--- config.mk ---
export PLATFORM = sky130hd
export DESIGN_NAME = strip_placement_scheduler
export DESIGN_NICKNAME = d
export VERILOG_FILES = /design/src/rtl/strip_placement_scheduler.sv
export SDC_FILE = /design/constraint.sdc
export NUM_CORES = 1
export LEC_CHECK = 0
export CORE_ASPECT_RATIO = 1.4
export CORE_UTILIZATION = 25
export CTS_BUF_LIST = sky130_fd_sc_hd__clkbuf_2 sky130_fd_sc_hd__clkbuf_4 sky130_fd_sc_hd__clkbuf_8
export CTS_CLUSTER_DIAMETER = 150
export DETAILED_ROUTE_END_ITERATION = 8
export SETUP_SLACK_MARGIN = 0.1
export SLEW_MARGIN = 15
export SYNTH_ARGS = -nofsm -noshare
export SYNTH_HDL_FRONTEND = slang
export SYNTH_SLANG_ARGS = --single-unit
--- constraint.sdc ---
create_clock -name clk -period 5.12 [get_ports clk]
set_input_delay 1.024 -clock clk [delete_from_list [all_inputs] [get_ports clk]]
set_output_delay 1.024 -clock clk [all_outputs]
set_load 0.005 [all_outputs]
--- src/rtl/strip_placement_scheduler.sv ---
// Best-fit strip placement over 13 fixed-height strips: scans one strip per cycle,
// reports the chosen strip and its x start, and commits occupancy when the result is consumed.
module strip_placement_scheduler #(
  parameter int GRID_W   = 128,
  parameter int W_BITS   = 8,
  parameter int CNT_BITS = 8
) (
  input  logic                clk,
  input  logic                rst_n,
  input  logic                clear_in,
  input  logic                req_valid_in,
  output logic                req_ready_out,
  input  logic [W_BITS-1:0]   req_width_in,
  input  logic [4:0]          req_height_in,
  output logic                res_valid_out,
  input  logic                res_ready_in,
  output logic [3:0]          strip_ID_out,
  output logic [W_BITS-1:0]   occupied_width_out,
  output logic                strike_flag_out,
  output logic [CNT_BITS-1:0] strike_cnt_out
);

  typedef enum logic [1:0] {
    S_IDLE   = 2'd0,
    S_SCAN   = 2'd1,
    S_RESULT = 2'd2
  } state_t;

  localparam logic [W_BITS:0] GRID_LIM = (W_BITS+1)'(GRID_W);
  localparam logic [3:0]      LAST_ID  = 4'd13;

  // Slot 0 and 14..15 are never written; they keep index 0 (no strip) safe to read.
  state_t              r_state;
  logic [W_BITS-1:0]   r_occ [0:15];
  logic [W_BITS-1:0]   r_w;
  logic [4:0]          r_h;
  logic                r_illegal;
  logic [3:0]          r_idx;
  logic [3:0]          r_best;

  logic [4:0]          w_h_idx;
  logic [W_BITS:0]     w_sum;
  logic                w_fit;
  logic [3:0]          w_next_best;

  function automatic logic [4:0] strip_height(input logic [3:0] id);
    case (id)
      4'd1:    return 5'd8;
      4'd2:    return 5'd8;
      4'd3:    return 5'd9;
      4'd4:    return 5'd7;
      4'd5:    return 5'd10;
      4'd6:    return 5'd6;
      4'd7:    return 5'd11;
      4'd8:    return 5'd5;
      4'd9:    return 5'd12;
      4'd10:   return 5'd4;
      4'd11:   return 5'd16;
      4'd12:   return 5'd16;
      4'd13:   return 5'd16;
      default: return 5'd0;
    endcase
  endfunction

  // Fit test for the strip under scan; strict height compare keeps the lowest ID on ties.
  always_comb begin
    w_h_idx     = strip_height(r_idx);
    w_sum       = {1'b0, r_occ[r_idx]} + {1'b0, r_w};
    w_fit       = (w_h_idx >= r_h) && (w_sum <= GRID_LIM);
    w_next_best = r_best;
    if (w_fit && ((r_best == 4'd0) || (w_h_idx < strip_height(r_best)))) begin
      w_next_best = r_idx;
    end else begin
      w_next_best = r_best;
    end
  end

  // Control FSM, occupancy table, strike counter and registered result outputs.
  always_ff @(posedge clk) begin
    if (!rst_n || clear_in) begin
      r_state            <= S_IDLE;
      for (int i = 0; i < 16; i++) r_occ[i] <= '0;
      r_w                <= '0;
      r_h                <= 5'd0;
      r_illegal          <= 1'b0;
      r_idx              <= 4'd1;
      r_best             <= 4'd0;
      req_ready_out      <= 1'b1;
      res_valid_out      <= 1'b0;
      strip_ID_out       <= 4'd0;
      occupied_width_out <= '0;
      strike_flag_out    <= 1'b0;
      strike_cnt_out     <= '0;
    end else begin
      case (r_state)
        S_IDLE: begin
          req_ready_out <= 1'b1;
          if (req_valid_in) begin
            r_w           <= req_width_in;
            r_h           <= req_height_in;
            r_illegal     <= (req_width_in == '0) || ({1'b0, req_width_in} > GRID_LIM) ||
                             (req_height_in == 5'd0) || (req_height_in > 5'd16);
            r_idx         <= 4'd1;
            r_best        <= 4'd0;
            req_ready_out <= 1'b0;
            r_state       <= S_SCAN;
          end else begin
            r_state <= S_IDLE;
          end
        end
        S_SCAN: begin
          r_best <= w_next_best;
          r_idx  <= r_idx + 4'd1;
          if (r_idx == LAST_ID) begin
            r_state       <= S_RESULT;
            res_valid_out <= 1'b1;
            if (r_illegal || (w_next_best == 4'd0)) begin
              r_best             <= 4'd0;
              strip_ID_out       <= 4'd0;
              occupied_width_out <= '0;
              strike_flag_out    <= 1'b1;
            end else begin
              strip_ID_out       <= w_next_best;
              occupied_width_out <= r_occ[w_next_best];
              strike_flag_out    <= 1'b0;
            end
          end else begin
            r_state <= S_SCAN;
          end
        end
        S_RESULT: begin
          if (res_ready_in) begin
            res_valid_out <= 1'b0;
            req_ready_out <= 1'b1;
            r_state       <= S_IDLE;
            if (strike_flag_out) begin
              if (strike_cnt_out != {CNT_BITS{1'b1}}) begin
                strike_cnt_out <= strike_cnt_out + {{(CNT_BITS-1){1'b0}}, 1'b1};
              end else begin
                strike_cnt_out <= strike_cnt_out;
              end
            end else begin
              r_occ[r_best] <= r_occ[r_best] + r_w;
            end
          end else begin
            r_state <= S_RESULT;
          end
        end
        default: begin
          r_state       <= S_IDLE;
          req_ready_out <= 1'b1;
          res_valid_out <= 1'b0;
        end
      endcase
    end
  end

endmodule

======== Yosys cells after proc, flatten, opt, wreduce, memory -nomap -nowiden ========
Memory sizes are Yosys's and may differ from the RTL's. A register that Yosys moved wholly into a read port is not among the register bits.
Cells that the tools add are included.
storage, ports and cells
  bits in registers ....................... 47
  bits in writable memories ............... 128
  memory bits (read-only) ................. 160
  input port bits ......................... 18
  output and inout port bits .............. 23
  logic and storage cells ................. 92
  memories ................................ 3
cells by class
  $add $sub $neg .......................... 4
  magnitude comparators ................... 5
  eq/ne operators ......................... 7
  mux-type cells .......................... 37
  bitwise operators ....................... 2
  reductions and logical operators ........ 22
memories
  name             words  bits a word  read ports  clocked after memory_dff  wr ports  RTL line  source
  r_occ            16     8            3           2                         16        34        logic [W_BITS-1:0] r_occ [0:15];
  (no name shown)  16     5            1           1                         0         47        case (id)
  (no name shown)  16     5            1           1                         0         47
operators by type and width
  kind                                                 number
  2-to-1 mux 4 bit                                     14
  2-to-1 mux 8 bit                                     2
  one-hot mux 4 bit (2 select lines)                   2
  2-to-1 mux 1 bit                                     14
  adder 8 x 8 -> 9 bit                                 1
  <= comparator 9 x 8 -> 1 bit, second input constant  1
  adder 8 x 1 -> 8 bit, second input constant          1
  adder 8 bit                                          1
  > comparator 8 bit, second input constant            1
  logical NOT 4 bit                                    2
  logical NOT 8 bit                                    1
  inequality test 8 bit, second input constant         1
  AND reduction 2 bit                                  4
  OR reduction 8 bit                                   1
  logical OR 1 bit                                     6
  inequality test 2 bit, second input constant         3
  one-hot mux 1 bit (3 select lines)                   2
  one-hot mux 2 bit (3 select lines)                   1
  >= comparator 5 bit                                  1
  > comparator 5 bit, second input constant            1
  logical NOT 5 bit                                    1
  < comparator 5 bit                                   1
  adder 4 x 1 -> 4 bit, second input constant          1
  equality test 4 bit, second input constant           1
  other kinds (10)                                     13

======== Depth between registers and ports, before layout ========
  depth after elaboration ................. 12
  gate-level depth with buffers ........... 20
  mapped depth without buffers ............ 17

======== Worst setup path after synthesis ========
No wires, ideal clock.
  path type ............................... register to register
  start point ............................. reg (tool-made name)
  end point ............................... reg (tool-made name)
  setup time .............................. 0.076 ns
  arrival time ............................ 5.305 ns
  data required time ...................... 5.044 ns
  slack ................................... -0.261 ns
  stages on the path, launching flop included .. 21
  path buffers ............................ 3
  period minus slack after synthesis ...... 5.381 ns
  path through ............................ dfxtp_1 clkbuf_1 buf_1 mux4_2 mux4_2 ha_1 fa_1 xor2_1 or3_1 a221o_1 a221oi_4 o21ai_4 mux2_4 buf_2 a22oi_1 nor2_1 inv_1 ha_1 nor3_1 a31oi_1 o22ai_1

==> metrics.txt <==
slowest stage delay, CP 0.54 ns; GRT overflow 0; # rows 90; CTS tree done; FMAX 204 MHz; syn_area_per_cell 10.7 sq um; fillers 4423; Final period util 0.956; r2r setup slk 0.22 ns; CP top delay family multiplexers; net count after synthesis 1074; global-route total usage across every layer 0.165; routed vias 8638; gpl congestion 1.03; critical path depth in cells 15; Slew Limit Fails 0; first-pass GRT wire length 53000 um; setup violators final 0; LEAKAGE 4.33 nW; Area contributors post-synth edfxtp_1 35%, mux4_2 17%, dfxtp_1 12%; WL/cell 22.4 um; number of primary I/O pins 41; distinct cell type count after synthesis 58; fraction of layout cells with a size suffix above 1 0.163; minimum clock period 4.90 ns; status finished, final reports clean; Slew @ Worst Pin 0.978 ns; Setup WS post-layout 0.225 ns; Post-Synthesis Cell Area 10900 sq um; largest area contributor in the netlist edfxtp_1; die height 249 um; Min Hold Slack 0.467 ns; Max Cap Viol 0; number of flops mapped to enable cells by yosys 128; vias in the first global route 8436; worst vdd rail ir drop 0.131 mV; Most used DFF post-synth edfxtp_1; Cell Chain, Critical Path mux4_2 > mux4_2 > ha_1 > fa_1 > xor2_1 > or3_1 > a221o_1 > a221oi_4 > o21ai_4 > buf_4 > mux2_4 > nor2_2 > nand3_1 > nand4_1 > nand3_1; Critical Path RT 5.54 ns; clock root buffer clkbuf_8; CP Buf/Inv Count 1; crit path DAT 5.32 ns; clock slew seen by the registers of the worst setup and hold paths 0.11 ns; clock tree buffer depth 2; initial antenna violation count 1; Initial DRT Pass Iterations 6; DRC 0; Setup crit end occupied_width_out[2]; Num CTS Buffers 17; Worst Setup Start Kind flop; Die X 179 um; DR iter-0 viols 903; post-synthesis cell count 1020; DRT Wirelength 36300 um; number of hold buffers added after CTS 0; CP max-delay cell mux4_2; Critical Path Fanout Max 10; most frequent cell after synthesis nor2_1; hpwl dp 27000 um; power per cell area 256 nW/um^2; fin nets 1108; Yosys top cell area share 0.352; PortBufs 40; r2r worst-path depth 15; H-tree depth 4; Skew-Pair Late Insertion Delay 0.53 ns; max_slew headroom 0.347; via-per-instance ratio 5.33; Seq/Total Area, Yosys 0.472; WS Path Type flop to flop; FFs w/ async S/R, synth 0; worst r2r dst occupied_width_out[2]; Yosys reg bits 193; dpl ws 0.0254 ns; pin count of the biggest net entering global routing 58; number of clock sinks 193; Detail Route Antenna Nets 0; Min-Delay Path Class flop to flop; Hold Fails Final Rpt 0; RSZ-0062 raised after global routing yes; P&R area growth vs syn 14.7%; CORE AREA 43000 sq um; Synth Warn # 0; CP endpoint kind flop; die area 44500 sq um; Initial Util 0.254; Commonest cells post-synth 174 x nor2_1, 162 x nand2_1, 128 x edfxtp_1, 80 x mux4_2, 65 x dfxtp_1; Worst Skew 0.0164 ns
[registers in the layout, summed over array words and instances (netlist names), 5 cells and up, named ones only]
| register | flops |
|---|---|
| r_occ | 128 |
| occupied_width_out | 8 |
| r_w | 8 |
| strike_cnt_out | 8 |
| r_h | 5 |
| w_h_idx | 5 |
[logic make-up after synthesis]
kind of cell             count (synthesis)  share of synthesized area
AND/OR/NAND/NOR                        435                      0.167
AO/OA/AOI/OAI                          147                     0.0875
flip-flops                             193                      0.472
adder cells (fa/ha/maj)                 36                     0.0427
buffers and inverters                   97                     0.0360
multiplexers                            95                      0.182
XOR/XNOR                                17                     0.0136
[routing by layer]
layer  share of wire  vias to the layer above  GRT usage  routed length, um
met2            0.49                      451      0.278              17900
met5               0                        -          0                  0
met3           0.070                      107     0.0301               2540
li1                -                     3786          -                  -
met1            0.37                     4294      0.187              13400
met4           0.067                        0      0.115               2440
[cell usage in the layout (no fill, tap or decap), types with 8 or more instances in the layout]
cell type,netlist,layout
nor2_1,174,173
ha_1,34,34
xnor2_1,10,10
nand3_1,49,49
o21ai_0,20,20
dfxtp_1,65,62
buf_4,0,33
clkdlybuf4s50_1,0,40
mux4_2,80,80
a21oi_1,57,56
nand4_1,8,8
edfxtp_1,128,128
nand2_1,162,162
a22oi_1,20,18
mux2i_1,10,8
clkbuf_8,0,18
inv_1,36,36
a31oi_1,18,18
nor3_1,9,9
[worst min-delay path by stage]
stage / startpoint / to / slack [ns] / cells after the start
floorplan: r_h[1] / r_h[1] / 0.44 / 2
global placement: r_h[3] / r_h[3] / 0.45 / 2
detailed placement: r_h[4] / r_h[4] / 0.45 / 2
CTS: r_h[3] / r_h[3] / 0.47 / 2
global route: r_h[4] / r_h[4] / 0.49 / 2
finish: r_h[3] / r_h[3] / 0.47 / 2
[final cells by class]
class	count	area, sq um	share of cell area
multi-input cells	730	5410	0.433
flip-flops and latches	193	5150	0.412
repair buffers	76	708	0.0566
well taps	552	691	0.0552
clock buffers	19	255	0.0204
clock inverters	13	151	0.0121
inverters	36	135	0.0108
diodes	1	2.50	0.000200
[where the power goes]
part | switching [W] | leakage, nW | internal (W)
registers | 0.0000594 | 1.95 | 0.00170
logic | 0.000222 | 2.18 | 0.000147
clock network | 0.000612 | 0.204 | 0.000461
[stage by stage]
stage / setup TNS, ns / cell area, sq um / utilization / instances / total power (W)
after global routing: 0 / 12500 / 0.291 / 1620 / 0.00330
after CTS: 0 / 12500 / 0.290 / 1619 / 0.00321
final: 0 / 12500 / 0.291 / 1620 / 0.00321
after floorplan: 0 / 10900 / - / 1020 / 0.00200
after detailed placement: 0 / 12100 / 0.281 / 1587 / 0.00216
after global placement: -0.0115 / 12100 / 0.281 / 1587 / 0.00216
[worst register-to-register path, cell delays in order (launching register included)]
cell and delay [ns]:
dfxtp_4 0.44, mux4_2 0.54, mux4_2 0.49, ha_1 0.26, fa_1 0.46, xor2_1 0.16
or3_1 0.32, a221o_1 0.32, a221oi_4 0.23, o21ai_4 0.12, buf_4 0.19, mux2_4 0.40
nor2_2 0.42, nand3_1 0.19, nand4_1 0.17, nand3_1 0.08
[repair_timing]
action                                  CTS  global route
endpoints found under the setup margin    2            10
buffers inserted                          0             0
resized for setup                         1             6
pin swaps                                 0             1
Power figures use the tool's default switching activity.
